[config.mk]
export PLATFORM = sky130hd
export DESIGN_NAME = mct_rd_scheduler
export DESIGN_NICKNAME = d
export VERILOG_FILES = /design/src/rtl/mct_rd_sched_pkg.sv /design/src/rtl/mct_rd_burst_gen.sv /design/src/rtl/mct_rd_scheduler.sv
export SDC_FILE = /design/constraint.sdc
export NUM_CORES = 1
export LEC_CHECK = 0
export ABC_AREA = 1
export CORE_MARGIN = 5
export CORE_UTILIZATION = 45
export DETAILED_ROUTE_END_ITERATION = 10
export PLACE_DENSITY = 0.72
export SYNTH_ARGS = -nofsm -noshare
export SYNTH_HDL_FRONTEND = slang
export SYNTH_SLANG_ARGS = --single-unit
[constraint.sdc]
create_clock -name clk -period 21.5 [get_ports clk]
set_clock_uncertainty 0.2 [all_clocks]
set_input_delay 5.375 -clock clk [delete_from_list [all_inputs] [get_ports clk]]
set_output_delay 5.375 -clock clk [all_outputs]
set_load 0.03 [all_outputs]
[src/rtl/mct_rd_sched_pkg.sv]
// mct_rd_sched_pkg: shared state encoding and constants for the MCT read scheduler
package mct_rd_sched_pkg;
  typedef enum logic [2:0] {S_IDLE, S_NFA, S_QRY, S_DRAIN, S_DONE} sched_state_t;
  localparam int LP_BEAT_BYTES = 64;
  localparam int LP_4K_BEATS = 64;
  localparam logic STYPE_NFA = 1'b0;
  localparam logic STYPE_QUERY = 1'b1;
endpackage

[src/rtl/mct_rd_burst_gen.sv]
// mct_rd_burst_gen: per-region address/remaining pair with 4 KB-safe burst length
module mct_rd_burst_gen #(
  parameter int AW = 64,
  parameter int BW = 26,
  parameter int MAXB = 64
) (
  input  logic          clk,
  input  logic          rst,
  input  logic          load,
  input  logic          adv,
  input  logic [AW-1:0] load_addr,
  input  logic [BW-1:0] load_beats,
  output logic [AW-1:0] addr,
  output logic [6:0]    len,
  output logic          last
);
  import mct_rd_sched_pkg::*;
  localparam int BS = $clog2(LP_BEAT_BYTES);
  logic [BW-1:0] left;
  logic [6:0] to_4k, cap;
  always_comb begin
    to_4k = 7'(LP_4K_BEATS) - {1'b0, addr[11:6]};
    cap = (to_4k < 7'(MAXB)) ? to_4k : 7'(MAXB);
    len = (left < BW'(cap)) ? left[6:0] : cap;
    last = left == BW'(len);
  end
  always_ff @(posedge clk or posedge rst)
    if (rst) begin
      addr <= '0;
      left <= '0;
    end else if (load) begin
      addr <= load_addr;
      left <= load_beats;
    end else if (adv) begin
      addr <= addr + (AW'(len) << BS);
      left <= left - BW'(len);
    end
endmodule

[src/rtl/mct_rd_scheduler.sv]
// mct_rd_scheduler: AR burst sequencer (NFA then query) with beat tagging and done pulse
// SCHED_STATS_EN adds stat_ar_stall_cycles / stat_bursts counters.
module mct_rd_scheduler #(
  parameter int C_M_AXI_ADDR_WIDTH = 64,
  parameter int C_XFER_SIZE_WIDTH = 32,
  parameter int C_MAX_BURST_BEATS = 64,
  parameter int C_MAX_OUTSTANDING = 16
) (
  input  logic                          clk,
  input  logic                          rst,
  input  logic                          ctrl_start,
  output logic                          ctrl_done,
  output logic                          busy,
  input  logic [C_M_AXI_ADDR_WIDTH-1:0] nfa_ptr,
  input  logic [C_XFER_SIZE_WIDTH-1:0]  nfa_xfer_size_in_bytes,
  input  logic [C_M_AXI_ADDR_WIDTH-1:0] query_ptr,
  input  logic [C_XFER_SIZE_WIDTH-1:0]  query_xfer_size_in_bytes,
  output logic                          m_axi_arvalid,
  input  logic                          m_axi_arready,
  output logic [C_M_AXI_ADDR_WIDTH-1:0] m_axi_araddr,
  output logic [7:0]                    m_axi_arlen,
  input  logic                          r_beat,
  input  logic                          r_last,
  output logic                          beat_ttype,
`ifdef SCHED_STATS_EN
  output logic                          beat_tlast,
  output logic [31:0]                   stat_ar_stall_cycles,
  output logic [31:0]                   stat_bursts
`else
  output logic                          beat_tlast
`endif
);
  import mct_rd_sched_pkg::*;
  localparam int AW = C_M_AXI_ADDR_WIDTH;
  localparam int BW = C_XFER_SIZE_WIDTH - 6;
  localparam int OW = $clog2(C_MAX_OUTSTANDING + 1);
  sched_state_t state, state_nxt;
  logic [AW-1:0] qry_addr, gen_addr_in, gen_addr;
  logic [BW-1:0] qry_beats, gen_beats_in, nfa_bt, qry_bt;
  logic [BW-1:0] nfa_rx_left, qry_rx_left, nfa_rx_nxt, qry_rx_nxt;
  logic [OW-1:0] outstanding, out_nxt;
  logic [6:0] gen_len;
  logic gen_load, gen_last, issuing, ar_hs, rx_dec, nfa_act, start_ok, unused_ok;
  assign nfa_bt = nfa_xfer_size_in_bytes[C_XFER_SIZE_WIDTH-1:6];
  assign qry_bt = query_xfer_size_in_bytes[C_XFER_SIZE_WIDTH-1:6];
  assign unused_ok = ^{nfa_xfer_size_in_bytes[5:0], query_xfer_size_in_bytes[5:0]};
  assign start_ok = ctrl_start && state == S_IDLE;
  assign issuing = state == S_NFA || state == S_QRY;
  assign m_axi_arvalid = issuing && outstanding < OW'(C_MAX_OUTSTANDING);
  assign m_axi_araddr = gen_addr;
  assign m_axi_arlen = m_axi_arvalid ? 8'(gen_len - 7'd1) : 8'd0;
  assign ar_hs = m_axi_arvalid && m_axi_arready;
  assign rx_dec = r_beat && r_last && outstanding != '0;
  assign out_nxt = outstanding + OW'(ar_hs) - OW'(rx_dec);
  // In-order single-ID return: NFA beats always arrive before any query beat.
  assign nfa_act = nfa_rx_left != '0;
  assign nfa_rx_nxt = (r_beat && nfa_act) ? nfa_rx_left - BW'(1) : nfa_rx_left;
  assign qry_rx_nxt = (r_beat && !nfa_act && qry_rx_left != '0) ? qry_rx_left - BW'(1) : qry_rx_left;
  assign busy = state != S_IDLE;
  assign ctrl_done = state == S_DONE;
  assign beat_ttype = (busy && !nfa_act) ? STYPE_QUERY : STYPE_NFA;
  assign beat_tlast = (nfa_act ? nfa_rx_left : qry_rx_left) == BW'(1);
  always_comb begin
    state_nxt = state;
    gen_load = 1'b0;
    gen_addr_in = qry_addr;
    gen_beats_in = qry_beats;
    unique case (state)
      S_IDLE: if (ctrl_start) begin
        gen_load = 1'b1;
        gen_addr_in = nfa_bt != '0 ? nfa_ptr : query_ptr;
        gen_beats_in = nfa_bt != '0 ? nfa_bt : qry_bt;
        state_nxt = nfa_bt != '0 ? S_NFA : qry_bt != '0 ? S_QRY : S_DRAIN;
      end
      S_NFA: if (ar_hs && gen_last) begin
        gen_load = 1'b1;
        state_nxt = qry_beats != '0 ? S_QRY : S_DRAIN;
      end
      S_QRY: if (ar_hs && gen_last) state_nxt = S_DRAIN;
      S_DRAIN: if (out_nxt == '0 && nfa_rx_nxt == '0 && qry_rx_nxt == '0) state_nxt = S_DONE;
      default: state_nxt = S_IDLE;
    endcase
  end
  always_ff @(posedge clk or posedge rst)
    if (rst) begin
      state <= S_IDLE;
      qry_addr <= '0;
      qry_beats <= '0;
      nfa_rx_left <= '0;
      qry_rx_left <= '0;
      outstanding <= '0;
    end else begin
      state <= state_nxt;
      outstanding <= out_nxt;
      nfa_rx_left <= start_ok ? nfa_bt : nfa_rx_nxt;
      qry_rx_left <= start_ok ? qry_bt : qry_rx_nxt;
      if (start_ok) begin
        qry_addr <= query_ptr;
        qry_beats <= qry_bt;
      end
    end
  mct_rd_burst_gen #(.AW(AW), .BW(BW), .MAXB(C_MAX_BURST_BEATS)) u_gen (
    .clk(clk),
    .rst(rst),
    .load(gen_load),
    .adv(ar_hs),
    .load_addr(gen_addr_in),
    .load_beats(gen_beats_in),
    .addr(gen_addr),
    .len(gen_len),
    .last(gen_last)
  );
`ifdef SCHED_STATS_EN
  logic stall;
  assign stall = (m_axi_arvalid && !m_axi_arready) || (issuing && !m_axi_arvalid);
  always_ff @(posedge clk or posedge rst)
    if (rst) begin
      stat_ar_stall_cycles <= '0;
      stat_bursts <= '0;
    end else if (start_ok) begin
      stat_ar_stall_cycles <= '0;
      stat_bursts <= '0;
    end else begin
      if (stall && !(&stat_ar_stall_cycles)) stat_ar_stall_cycles <= stat_ar_stall_cycles + 32'd1;
      if (ar_hs && !(&stat_bursts)) stat_bursts <= stat_bursts + 32'd1;
    end
`endif
endmodule

==> results of run 1 <==
==> flip-flops by register name, summed over array words and instances (netlist names) <==
name / count
qry_rx_left: 26
state: 3
nfa_rx_left: 26
qry_addr: 64
u_gen.addr: 64
outstanding: 5
qry_beats: 26
u_gen.left: 26
==> synth_stat cells (all sizes together) (30+ instances only) <==
master	number
a21oi	30
buf	47
clkbuf	58
dfrtp	240
inv	338
nand2	725
nand3	246
nand4	85
nor2	363
nor3	57
nor4	35
o211ai	60
o21ai	261
xor2	33
==> cell families (layout without fill, tap and decap cells) <==
family	after synthesis	after routing	share of synthesized area [%]
compound gates	405	405	13.1
xor+xnor	59	59	2.93
fa+ha+maj	24	24	1.74
buf+inv	453	677	10.5
flops	240	240	34.0
other cells	0	6	0
simple gates	1526	1526	37.7
==> worst max-delay path, delay by kind of cell (launching register included) <==
kind | cells | cell delay, ns
DFF | 1 | 0.41
and+or+nand+nor | 13 | 1.74
AOI/OAI and AO/OA | 4 | 0.61
adders and majority gates | 2 | 0.56
buffers and inverters | 5 | 1.06
==> area by class of cell <==
cell class                      count  share of cell area (%)
Multi-Input combinational cell   2014                    45.6
Clock inverter                      7                   0.511
Inverter                          348                    6.11
Sequential cell                   240                    27.9
Clock buffer                       46                    4.17
Antenna cell                        6                  0.0697
Tap cell                          518                    3.01
Timing Repair Buffer              276                    12.7
==> power groups by stage <==
stage	sequential (uW)	combinational [uW]	clock, uW
3_5_place_dp	670	998	0
2_1_floorplan	696	635	0
6_report	669	1010	525
5_1_grt	678	1130	550
3_3_place_gp	669	980	0
4_1_cts	664	1000	529
==> how the worst min path moves through the flow <==
stage                 startpoint      endpoint  slack [ns]  cells after the start
floorplan           qry_addr[48]  qry_addr[48]        0.23                      2
global placement    qry_addr[51]  qry_addr[51]        0.24                      2
detailed placement  qry_addr[48]  qry_addr[48]        0.25                      2
CTS                 qry_addr[63]  qry_addr[63]        0.27                      2
global route        qry_addr[51]  qry_addr[51]        0.29                      2
finish              qry_addr[51]  qry_addr[51]        0.27                      2
==> per-layer routing <==
metal | GRT usage, % | wire length [um]
met5 | 0 | 47
met4 | 16.1 | 4310
met3 | 5.95 | 5680
met2 | 50.6 | 32200
met1 | 39.0 | 27600
==> layout by cell type, fill, tap and decap left out, types with 9 or more instances in the layout <==
| master | Yosys | routed |
|---|---|---|
| nand4_1 | 84 | 84 |
| o2111ai_1 | 9 | 9 |
| nor3_1 | 55 | 55 |
| nand3_1 | 236 | 236 |
| inv_1 | 333 | 330 |
| o211ai_1 | 60 | 60 |
| ha_1 | 23 | 23 |
| nand2_2 | 11 | 12 |
| a21oi_1 | 29 | 29 |
| a31oi_1 | 13 | 13 |
| xnor2_1 | 26 | 26 |
| clkbuf_8 | 0 | 11 |
| dfrtp_1 | 240 | 240 |
| clkinv_1 | 10 | 10 |
| nor4_1 | 35 | 35 |
| nor2_1 | 350 | 349 |
| o21ai_0 | 217 | 217 |
| clkdlybuf4s50_1 | 0 | 262 |
| clkbuf_16 | 0 | 29 |
| o21ai_1 | 43 | 43 |
| buf_4 | 13 | 13 |
| xor2_1 | 33 | 33 |
| nand2_1 | 712 | 711 |
| o22ai_1 | 10 | 10 |
| nand3_2 | 9 | 9 |
==> per-stage QoR <==
step,total power [uW],worst slack [ns],util [%]
final,2210,10.96,55.6
after global routing,2360,10.60,55.6
after CTS,2200,11.03,55.6
after detailed placement,1670,11.66,53.0
after global placement,1650,11.58,53.0
after floorplan,1330,9.34,-
==> metrics.cfg, run 1 <==
[run_status]
status = complete, no violations

[drt]
wire_per_inst_um = 20.2
vias = 19600
drt-initial-drc-count = 1654
drtPass1Iterations = 6
ant_nets = 0
routed_wl_mm = 69.8
drc = 0
viasPerCell = 5.67

[floorplan]
fp-row-count = 72
die_area_sq_um = 43300
start_util_pct = 45.6
die_h_um = 208
die_x_um = 208
pin_count = 275
core_sq_um = 38700

[grt]
antenna_found_initial = 8
grt_max_degree = 209
overflow = 0
groute.usage.overall_pct = 30.9
grt_pass1_vias = 18500
grt_pass1_wl_mm = 107

[logic_synthesis]
synth_top_cell_area_share_pct = 34.0
synth_edf_count = 0
syn_avg_cell_area_sq_um = 6.53
synth_nets = 2929
ys_seq_area_share_pct = 34.0
syn-cell-area_sq_um = 17700
synthTopCellsByArea = dfrtp_1 34%, nand2_1 15%, nor2_1 7.4%
yosys_warnings = 0
ys_async_sr_fraction_pct = 100
ys.flop_type = dfrtp_1
ys_seq_elements = 240
yosysTopAreaCell = dfrtp_1
synthCells = 2707
synthDistinctLibCells = 56

[critical_path]
r2r-start = u_gen.addr[6]
worstSetupEndpointType = output pin
crit_end = m_axi_arlen[6]
rr_endpoint = u_gen.addr[43]
reg2reg_setup_slack_ns = 15.16
path_cells = inv_1 > ha_1 > nand3_1 > nand2_1 > nor2_1 > inv_1 > ha_1 > nand2_1 > nand2_1 > nand3_1 > a21oi_2 > nor2_4 > nand2_4 > inv_1 > nor2_1 > a21oi_1 > nor2_1 > nand2_1 > nor2_1 > inv_1 > nor2_1 > o21ai_0 > a21oi_1 > clkdlybuf4s50_1
cp_max_fo = 24
required_ns = 15.93
path_common_cell = nor2_1
slowest_stage = clkdlybuf4s50_1
critPathKind = reg -> out
cp-startpoint = u_gen.addr[6]
cp.arrival_ns = 4.97
startpoint_type = flop
r2r_cells = 30
max_stage_delay_ns = 0.69

[timing]
finalCriticalPeriod_ns = 10.54
whs_ns = 0.265
final.period_utilization_pct = 49.0
finalMaxSlewViolations = 0
max_freq_mhz = 94.8
finalSetupViolCount = 0
hold_viol_final = 0
rsz0062_at_grt = false
setup_tns_ns = 0
worst_pin_slew_ns = 1.17
slew_headroom_pct = 21.1

[cts]
htree_levels = 1
clock_latency_ns = 0.59
cts_tree = built
cts.path.max_buffers = 3
cts_made_buffers = 29
cts_sinks = 240
clk_pin_slew_ns = 0.06
cts_resized = 0
post-cts-setup-buffers = 0
clockRootBuffer = clkbuf_16
cts_hold_buf = 0

[min_path]
hold_path.class = reg -> reg

[placement]
dp_cells = 3396
dp_hpwl_mm = 53.3
place_area_sq_um = 20500
globalplace.congestion = 1.01
io_buffers = 262

[power]
leakage_uw = 0.00965
seq_power_share_pct = 30.3
swShare_pct = 45.5
clkPwrFrac_pct = 23.8
power_frac_comb_pct = 45.9
p_sw_uw = 1000
powerDensity_nw_per_um2 = 102
peakVddDrop_mv = 0.0983
internal_power_uw = 1200

[finish]
finalNonFillerCells = 3455
layout-drive-gt1-share_pct = 3.86
stdcell_area_sq_um = 21600
nNetsFinal = 3131
fillers = 3849
area_growth_pct = 22.0
seqCellArea_sq_um = 6010
multi_input_area_sq_um = 9820

[job]
cap_viol_max_count = 0

Note: power is estimated with default switching activity, not from simulation.
==> run 2, diff against run 1 <==
--- a/config.mk
+++ b/config.mk
@@ -9,7 +9,7 @@
 export CORE_MARGIN = 5
 export CORE_UTILIZATION = 45
 export DETAILED_ROUTE_END_ITERATION = 10
-export PLACE_DENSITY = 0.72
+export PLACE_DENSITY = 0.74
 export SYNTH_ARGS = -nofsm -noshare
 export SYNTH_HDL_FRONTEND = slang
 export SYNTH_SLANG_ARGS = --single-unit
==> constraint.sdc (replaced) <==
create_clock -name clk -period 9 [get_ports clk]
set_clock_uncertainty 0.2 [all_clocks]
set_input_delay 2.25 -clock clk [delete_from_list [all_inputs] [get_ports clk]]
set_output_delay 2.25 -clock clk [all_outputs]
set_load 0.03 [all_outputs]
==> run 2 against run 1 <==
  * Non-clock buffer count rose by 2
  * Routed wire length up 4.1%
  * Register-to-register slack got worse by 12 ns
  * Design area fell by 0.12%
  * Sequential share of layout area barely moved
  * Sequential power is 140% higher
  * Die area is the same
  * Utilization fell by 0.068 points
  * Total power up 140%
  * Sequential cell count is the same
  * Combinational power grew 140%
==> metrics.cfg, run 2 (synthesized netlist as in run 1, its figures left out) <==
[timing]
worst_pin_slew_ns = 1.07
rsz0062_at_grt = false
finalCriticalPeriod_ns = 7.29
slew_headroom_pct = 28.4
final.period_utilization_pct = 81.0
finalMaxSlewViolations = 0
finalSetupViolCount = 0
fin_ws_ns = 1.71
hold_viol_final = 0
max_freq_mhz = 137
setup_tns_ns = 0

[critical_path]
required_ns = 6.55
startpoint_type = flop
critPathKind = reg -> out
cp-startpoint = u_gen.addr[7]
r2r-start = u_gen.addr[7]
worstSetupEndpointType = output pin
cp.arrival_ns = 4.84
cp_max_fo = 24

[drt]
drt-initial-drc-count = 1519
maxUsedRoutingLayer = met5
viasPerCell = 5.64
wl_met1_mm = 27.9
wire_per_inst_um = 21.0
routed_wl_mm = 72.7
wl_met3_mm = 4.21
drtPass1Iterations = 5
vias = 19500
wl_met2_mm = 34.5
ant_nets = 0
drc = 0

[cts]
cts_resized = 0
clockRootBuffer = clkbuf_16
cts_sinks = 240
post-cts-setup-buffers = 0
clk_pin_slew_ns = 0.06
htree_levels = 1
cts.path.max_buffers = 3
clock_latency_ns = 0.59
cts_hold_buf = 0
cts_tree = built
cts_made_buffers = 30

[floorplan]
die_area_sq_um = 43300
die_h_um = 208
fp-row-count = 72
die_x_um = 208
pin_count = 275
core_sq_um = 38700
start_util_pct = 45.6

[grt]
antenna_found_initial = 4
grt_pass1_wl_mm = 110
grt_max_degree = 145
groute.usage.overall_pct = 32.2
grt_pass1_vias = 18900
overflow = 0

[placement]
globalplace.congestion = 1.02
io_buffers = 262
dp_hpwl_mm = 56.8
place_area_sq_um = 20500
dp_slack_ns = 2.36

[finish]
layout_common_cells = 711 x nand2_1, 349 x nor2_1, 330 x inv_1, 262 x clkdlybuf4s50_1, 240 x dfrtp_1
area_growth_pct = 21.9
fin_util_pct = 55.6
final_common_cell = nand2_1
nNetsFinal = 3134
stdcell_area_sq_um = 21500
fillers = 3854
reg.largest.list = qry_addr x64, u_gen.addr x64
layout-drive-gt1-share_pct = 3.82

[power]
powerDensity_nw_per_um2 = 246
peakVddDrop_mv = 0.242
leakage_uw = 0.00965

[min_path]
worstHoldStart = qry_addr[48]
hold_path.class = reg -> reg

[run_status]
status = complete, no violations

[job]
cap_viol_max_count = 0

[run 2: changes by cell type in the layout (fill, tap and decap cells not counted), sizes merged]
cell,change
clkbuf,-1
clkinvlp,+1
diode,-5
inv,-3
clkinv,+3
buf,+2
[run 2: cell type report]
| cell class | instances | area, sq um | share of cell area, % |
|---|---|---|---|
| repair buffers | 278 | 2760 | 12.8 |
| diodes | 1 | 2.50 | 0.0116 |
| clock inverters | 8 | 118 | 0.546 |
| well taps | 518 | 648 | 3.01 |
| flip-flops and latches | 240 | 6010 | 27.9 |
| inverters | 348 | 1310 | 6.10 |
| clock buffers | 45 | 867 | 4.03 |
| multi-input cells | 2014 | 9820 | 45.6 |
[run 2: report_power, final]
part | switching [uW] | internal, uW | total [uW]
sequential | 306 | 1300 | 1600
clock | 502 | 719 | 1220
combinational | 1640 | 832 | 2470
[run 2: final timing paths]
kind | end | slack [ns] | cells past startpoint
min in group asynchronous | qry_addr[15] | 1.98 | 3
hold reg to reg | qry_addr[48] | 0.26 | 2
setup reg to reg | u_gen.addr[39] | 2.99 | 29
setup / recovery | m_axi_arlen[6] | 1.71 | 23
hold / removal | qry_addr[48] | 0.26 | 2
max in group asynchronous | u_gen.left[25] | 5.35 | 4
[run 2: metal layers]
metal  vias up  GRT usage (%)
met3       220           4.32
li1       9302              -
met4         6           21.9
met2       814           54.8
met5         -              0
met1      9131           38.0
[run 2: worst max-delay path, cell delays in order (launching register included)]
cell and delay, ns:
dfrtp_1 0.40, inv_1 0.12, ha_1 0.23, nand3_1 0.20, nand2_1 0.08, nor2_1 0.21, inv_1 0.07, ha_1 0.29
nand2_1 0.06, nand2_1 0.05, nand3_1 0.07, a21oi_2 0.07, nor2_4 0.18, nand2_4 0.20, o21ai_0 0.34, inv_1 0.16
nor2_1 0.15, nand2_1 0.10, nor2_1 0.10, inv_1 0.07, nor2_1 0.15, o21ai_0 0.10, a21oi_1 0.14, clkdlybuf4s50_1 0.69
[run 2: stage by stage]
step	hold WS, ns	std cells	total power (uW)
2_1_floorplan	0.232	2707	3180
3_3_place_gp	0.243	3398	4020
3_5_place_dp	0.252	3398	4050
4_1_cts	0.266	3451	5280
5_1_grt	0.283	3452	5640
6_report	0.264	3452	5290
